File: src/rtl/ramp_quantizer.sv
`timescale 1ns/1ps
// ramp_quantizer
//   Digital back end of the 4-step thermometer-ramp converter. Re-aligns the
//   DAC step index with the synchronised comparator decision, counts "above"
//   decisions over one ramp (code 0..4), sums NAVG codes and hands the sum
//   to the consumer over a valid/ready handshake.
//
//   Ports
//     clk         system clock, rising edge
//     rst         asynchronous reset, active low
//     count[2:0]  DAC step index, nominally 0,1,2,3,4,0,...
//     cmp         raw comparator output (vin above DAC level), async to clk
//     start       single-cycle request to begin an accumulation
//     res_ready   consumer accepts the result
//     busy        high while syncing, sampling or holding a result
//     res_valid   result available
//     res_sum     sum of NAVG codes
//     res_bubble  a non-monotonic comparator pattern occurred in this result
//     seq_err     one-cycle pulse when the aligned step index breaks sequence
//
//   state  | meaning
//   -------+--------------------------------------------------------------
//   IDLE   | waiting for start
//   SYNC   | waiting for aligned step 0 to begin a conversion
//   SAMPLE | walking aligned steps 1..4, counting cmp_s
//   DONE   | result held until res_valid & res_ready
module ramp_quantizer #(
    parameter int LAT   = 3,
    parameter int NAVG  = 4,
    parameter int SUM_W = 3 + $clog2(NAVG)
) (
    input  logic             clk,
    input  logic             rst,
    input  logic [2:0]       count,
    input  logic             cmp,
    input  logic             start,
    input  logic             res_ready,
    output logic             busy,
    output logic             res_valid,
    output logic [SUM_W-1:0] res_sum,
    output logic             res_bubble,
    output logic             seq_err
);

    localparam int CNT_W = $clog2(NAVG) + 1;
    localparam logic [CNT_W-1:0] LAST_CONV = CNT_W'(NAVG - 1);

    localparam logic [1:0] IDLE   = 2'd0;
    localparam logic [1:0] SYNC   = 2'd1;
    localparam logic [1:0] SAMPLE = 2'd2;
    localparam logic [1:0] DONE   = 2'd3;

    logic [1:0]       state, state_nxt;
    logic             cmp_meta, cmp_s;
    logic [2:0]       count_dl [LAT];
    logic [2:0]       count_d;
    logic [2:0]       exp_step;
    logic [2:0]       code, code_nxt;
    logic             seen0;
    logic [CNT_W-1:0] conv;
    logic [SUM_W-1:0] acc;
    logic             bubble;
    logic             hit;
    logic             clear_acc;

    // The delay line resets to 7, a value the DAC never produces, so the
    // FSM cannot lock onto a false step 0 straight out of reset.
    always_ff @(posedge clk or negedge rst) begin
        if (!rst) begin
            cmp_meta <= 1'b0;
            cmp_s    <= 1'b0;
            for (int i = 0; i < LAT; i++) count_dl[i] <= 3'd7;
        end else begin
            cmp_meta    <= cmp;
            cmp_s       <= cmp_meta;
            count_dl[0] <= count;
            for (int i = 1; i < LAT; i++) count_dl[i] <= count_dl[i-1];
        end
    end

    assign count_d   = count_dl[LAT-1];
    assign hit       = (count_d == exp_step);
    assign code_nxt  = code + {2'b00, cmp_s};
    assign clear_acc = start && ((state == IDLE) || (state == DONE && res_ready));

    always_comb begin
        state_nxt = state;
        case (state)
            IDLE:    if (start) state_nxt = SYNC;
            SYNC:    if (count_d == 3'd0) state_nxt = SAMPLE;
            SAMPLE: begin
                if (!hit)
                    state_nxt = SYNC;
                else if (exp_step == 3'd4)
                    state_nxt = (conv == LAST_CONV) ? DONE : SYNC;
            end
            DONE:    if (res_ready) state_nxt = start ? SYNC : IDLE;
            default: state_nxt = IDLE;
        endcase
    end

    always_ff @(posedge clk or negedge rst) begin
        if (!rst) begin
            state     <= IDLE;
            busy      <= 1'b0;
            res_valid <= 1'b0;
            seq_err   <= 1'b0;
            acc       <= '0;
            conv      <= '0;
            bubble    <= 1'b0;
            code      <= '0;
            seen0     <= 1'b0;
            exp_step  <= 3'd1;
        end else begin
            state     <= state_nxt;
            busy      <= (state_nxt != IDLE);
            res_valid <= (state_nxt == DONE);
            seq_err   <= (state == SAMPLE) && !hit;

            if (clear_acc) begin
                acc    <= '0;
                conv   <= '0;
                bubble <= 1'b0;
            end

            if (state == SYNC && count_d == 3'd0) begin
                code     <= '0;
                seen0    <= 1'b0;
                exp_step <= 3'd1;
            end

            // On a mismatch nothing here updates: the partial code is simply
            // abandoned and SYNC re-initialises it for the next ramp.
            if (state == SAMPLE && hit) begin
                code     <= code_nxt;
                exp_step <= exp_step + 3'd1;
                if (!cmp_s)
                    seen0 <= 1'b1;
                if (cmp_s && seen0)
                    bubble <= 1'b1;
                if (exp_step == 3'd4) begin
                    acc  <= acc + SUM_W'(code_nxt);
                    conv <= conv + 1'b1;
                end
            end
        end
    end

    assign res_sum    = acc;
    assign res_bubble = bubble;

endmodule
File: config.mk
export PLATFORM = sky130hd
export DESIGN_NAME = ramp_quantizer
export DESIGN_NICKNAME = d
export VERILOG_FILES = /design/src/rtl/ramp_quantizer.sv
export SDC_FILE = /design/constraint.sdc
export NUM_CORES = 1
export LEC_CHECK = 0
export ABC_CLOCK_PERIOD_IN_PS = 2440
export BUFFER_PORTS_ARGS = -buffer_cell sky130_fd_sc_hd__buf_4
export CAP_MARGIN = 20
export CORE_MARGIN = 2
export CORE_UTILIZATION = 40
export CTS_CLUSTER_SIZE = 20
export DETAILED_ROUTE_END_ITERATION = 6
export SETUP_SLACK_MARGIN = 0.2
export SYNTH_ARGS = -nofsm -noshare
export SYNTH_HDL_FRONTEND = slang
export SYNTH_SLANG_ARGS = --single-unit
File: constraint.sdc
create_clock -name clk -period 2.44 [get_ports clk]
set_input_delay 0.366 -clock clk [delete_from_list [all_inputs] [get_ports clk]]
set_output_delay 0.366 -clock clk [all_outputs]
set_load 0.02 [all_outputs]
Word level (Yosys, flattened, before mapping)
Index checks and enable logic that the tools add are counted.
{ "word_totals": {"input_bits": 8, "register_bits": 32, "wordCells": 62} }
{ "classes": {"n_addsub": 4, "eq_ne": 7, "n_reduce_logical": 12, "muxes": 24} }
{ "op_table": {"columns": ["cell", "n"], "rows": [
  ["$mux 3", 7],
  ["$mux 5", 3],
  ["$mux 2", 6],
  ["$pmux 2 s4", 1],
  ["$mux 1", 7],
  ["$add 3x1->3 const B", 2],
  ["$eq 2x2->1 const B", 3],
  ["$logic_and 1x1->1", 6],
  ["$add 5x3->5", 1],
  ["$reduce_bool 2->1", 2],
  ["$add 3x1->3", 1],
  ["$eq 3x2->1 const B", 1],
  ["$eq 3x3->1", 1],
  ["$eq 3x3->1 const B", 1],
  ["$logic_not 3->1", 1],
  ["$eq 2x1->1 const B", 1],
  ["$logic_not 2->1", 1],
  ["$logic_not 1->1", 1],
  ["$logic_or 1x1->1", 1]
]} }

Logic depth before layout (Yosys ltp)
{ "logic_depth": {"word_depth": 7, "ltp_mapped": 8, "depth_no_buf": 8} }

Worst setup path after synthesis
No wires, ideal clock.
{ "synth_timing": {"path_type": "reg2reg", "from": "register cmp_s", "to": "register acc[4], in the netlist res_sum[4]", "path_stages_with_launch": 7, "synth_period_minus_slack_ns": 1.807, "t_arrival_ns": 1.727, "path_slack_ns": 0.633, "cell_sequence": "dfrtp_1 ha_1 ha_1 fa_1 a21o_1 nand3_1 mux2i_1"} }
{ "synth_between": {"elab_chain_cells": 4} }
{ "synth_rtl": {"columns": ["item", "line", "text"], "rows": [
  ["from (decl)", "54", "logic cmp_meta, cmp_s;"],
  ["from (signal assigned)", "75", "cmp_s <= cmp_meta;"],
  ["$add 3x1->3", "83", "assign code_nxt = code + {2'b00, cmp_s};"],
  ["$add 5x3->5", "142", "acc <= acc + SUM_W'(code_nxt);"],
  ["$mux 5", "141", "if (exp_step == 3'd4) begin"],
  ["$mux 5", "134", "if (state == SAMPLE && hit) begin"],
  ["to (signal assigned)", "142", null],
  ["to (decl)", "61", "logic [SUM_W-1:0] acc;"]
]} }
No other way between the ends.
A chain may end at the register's enable or synchronous reset.

Worst setup path in the final report
{ "layout_timing": {"from": "register cmp_s", "to": "register acc[3], in the netlist res_sum[3]"} }
Same word-level chain as after synthesis.

==> results.md <==
* TritonCTS Sinks at 32
* GR Util met1 at 17.4%
* EDFF count, synth at 0
* Crit path capture type: flip-flop
* Internal Power at 0.00102 W
* Share of cells above drive strength 1 at 30.4%
* Cts repair resizes at 0
* Root Buffer: clkbuf_8
* Sw power at 0.000336 W
* CTS max path bufs at 2
* RSZ-0062 raised after global routing: false
* Period utilization at 79.8%
* Max-slew violations at 0
* Seq pwr share at 45.6%
* Final hold vios at 0
* IO Count at 17
* Placed Cells at 188
* Critical Path Source: cmp_s
* Top FF cell, synth: dfrtp_1
* Initial core utilization at 41.4%
* Cell Area, Synth at 1520 sq um
* Final #Nets at 166
* Max-Cap Viols at 0
* Area growth syn-to-layout at 20.7%
* Post-Synthesis Cells at 124
* Synth unique cells at 34
* Final setup viols at 0
* Non-Filler Instances at 196
* Total CTS buffers at 5
* CP Data Required Time at 2640 ps
* Area leader, netlist: dfrtp_1
* I/O Buffers at 16
* Vias in the first global route at 911
* Clock Latency Late Sink at 290 ps
* Startpoint Class: flip-flop
* Status: finished, final reports clean
* Period minus WS final at 1950 ps
* Drt first-iter violations at 23
* Diode count at 0
* Main area contributors after synthesis: dfrtp_1 (36%), dfstp_2 (17%), ha_1 (8.3%)
* Clock slew at the register clock pins of the worst setup and hold paths at 70 ps
* DIE HEIGHT at 65.6 um
* Crit Reg-Reg Startpoint: cmp_s
* Grt met3 use at 5.14%
* Yosys top cell area share at 36.3%
* Worst-path fanout max at 3
* Initial antenna violation count at 0
* Die span in x at 65.6 um
* Met2 Track Usage GR at 20.9%
* Power per Cell Area at 738 nW/um^2
* Final Power at 0.00135 W
* Clock power frac at 41.0%
* Total Routing Usage GR at 13.9%
* Post-Route Setup TNS at 0 ps
* Peak supply drop at 375 uV
* Routed Antenna Nets at 0
* Max Clk Rate at 0.514 GHz
* Clk_skew at 5.61 ps
* Combinational power share at 13.4%
* Rel. slew slack at 66.0%
* Drt wl/cell at 12.9 um
* Hold_buf cts at 0
* Syn_area_per_cell at 12.2 sq um
* Hold/Removal Path Class: input port to async pin
* Worst Tran Pin Value at 509 ps
* FILL cells at 305
* Row count at 22
* Via count at 965
* Seq/Total Area, Yosys at 53.6%
* Residual DRC at 0
* Cell leakage power at 0.926 nW
* CTS tree: done
* Setup Fix Bufs, Post-CTS at 0
* Full die area at 4300 sq um
* Most Used Layer, Global Route: met2
* Worst hold margin at 6.68 ps
* Synth async-reset ratio at 100%
* First-pass GRT wire length at 4310 um
* Largest net degree at the start of global routing at 33
* Synthesized flop and latch total at 32
* Type of the worst setup path: flip-flop to flip-flop
* Sw Share at 24.9%
* Core region area at 3660 sq um
* Total gr overflow at 0
* GP Congestion at 0.728
* Routed WL at 2520 um
* Dpl hpwl at 1860 um
* Drt pass-1 iters at 4
* Synth warn at 0
* Crit path DAT at 2150 ps
* Syn_nets at 143
* Vias per inst at 4.92
* Htree depth at 2
## cells in the final DEF (no fill, tap or decap), drive strengths merged, types with 5 or more instances in the layout
master and n:
ha 10, dfrtp 22, nor2b 5, mux2i 6, buf 19, nand2 14, inv 6, xor2 5
dfstp 10, o21ai 7, a22o 5, clkbuf 7
## critical path, cell delays in order (launching register included)
cell and delay [ps]:
dfrtp_1 400, ha_1 210, ha_1 220, xor2_1 250, ha_1 310, a21oi_1 140, nand2_1 70, nand2_1 80
mux2i_1 190
## cells by family after synthesis
| logic type | synth area share (%) |
|---|---|
| xor gates and xnor gates | 3.38 |
| muxes | 4.70 |
| AOI/OAI and AO/OA | 9.98 |
| buffers and inverters | 2.47 |
| and+or+nand+nor | 16.3 |
| DFF | 53.6 |
| adders and majority gates | 9.57 |
## cell type report
| cell class | count | area, sq um | area share [%] |
|---|---|---|---|
| inverters | 6 | 22.5 | 1.23 |
| flip-flops and latches | 32 | 813 | 44.4 |
| clock inverters | 1 | 30.0 | 1.64 |
| clock buffers | 7 | 96.3 | 5.26 |
| well taps | 48 | 60.1 | 3.28 |
| repair buffers | 19 | 143 | 7.79 |
| multi-input cells | 83 | 666 | 36.4 |
## layer usage
metal / share of wire, % / vias up
met2: 47 / 14
met4: 2.3 / 0
li1: - / 478
met1: 48 / 467
met3: 3.5 / 6
met5: 0 / -
## power by group through the flow
stage          clock (W)  combinational (W)  sequential, W
2_1_floorplan          0           0.000134       0.000612
6_report        0.000553           0.000182       0.000616
3_3_place_gp           0           0.000181       0.000623
3_5_place_dp           0           0.000184       0.000626
5_1_grt         0.000600           0.000203       0.000622
4_1_cts         0.000570           0.000184       0.000616
## synth_stat cells, drive strengths merged (2+ instances only)
cell     n
nor3     2
nor2b    5
dfrtp   22
a22o     5
nand2   14
dfstp   10
nor4     3
a21oi    3
inv      6
nand2b   3
mux2i    6
nor2     3
o21ai    7
buf      3
ha      10
xor2     5
nand3    2
a21o     2
## sequential cells by signal (all words and copies together), names as in the netlist
signal / cells
seen0: 1
res_sum: 5
count_dl: 6
code: 3
res_bubble: 1
conv: 3
exp_step: 3
cmp_meta: 1
res_valid: 1
seq_err: 1
busy: 1
state: 2
cmp_s: 1
count_d: 3
## worst paths after layout
kind / cells past startpoint / slack [ps] / endpoint
max in group asynchronous: 1 / 2100 / count_d[1]
worst min register to register: 0 / 350 / count_d[0]
worst max register to register: 8 / 490 / res_sum[3]
min in group clk: 1 / 190 / count_dl[8]
worst min-delay path: 1 / 7 / res_sum[1]
worst max-delay path: 8 / 490 / res_sum[3]
## through the flow
step	util, %	setup slack [ps]	area [sq um]
final	50.0	494	1830
after floorplan	-	633	1520
after CTS	50.0	499	1830
after detailed placement	46.5	526	1700
after global routing	50.0	368	1830
after global placement	46.5	537	1700
No activity file was read; power rests on OpenSTA's default activity.
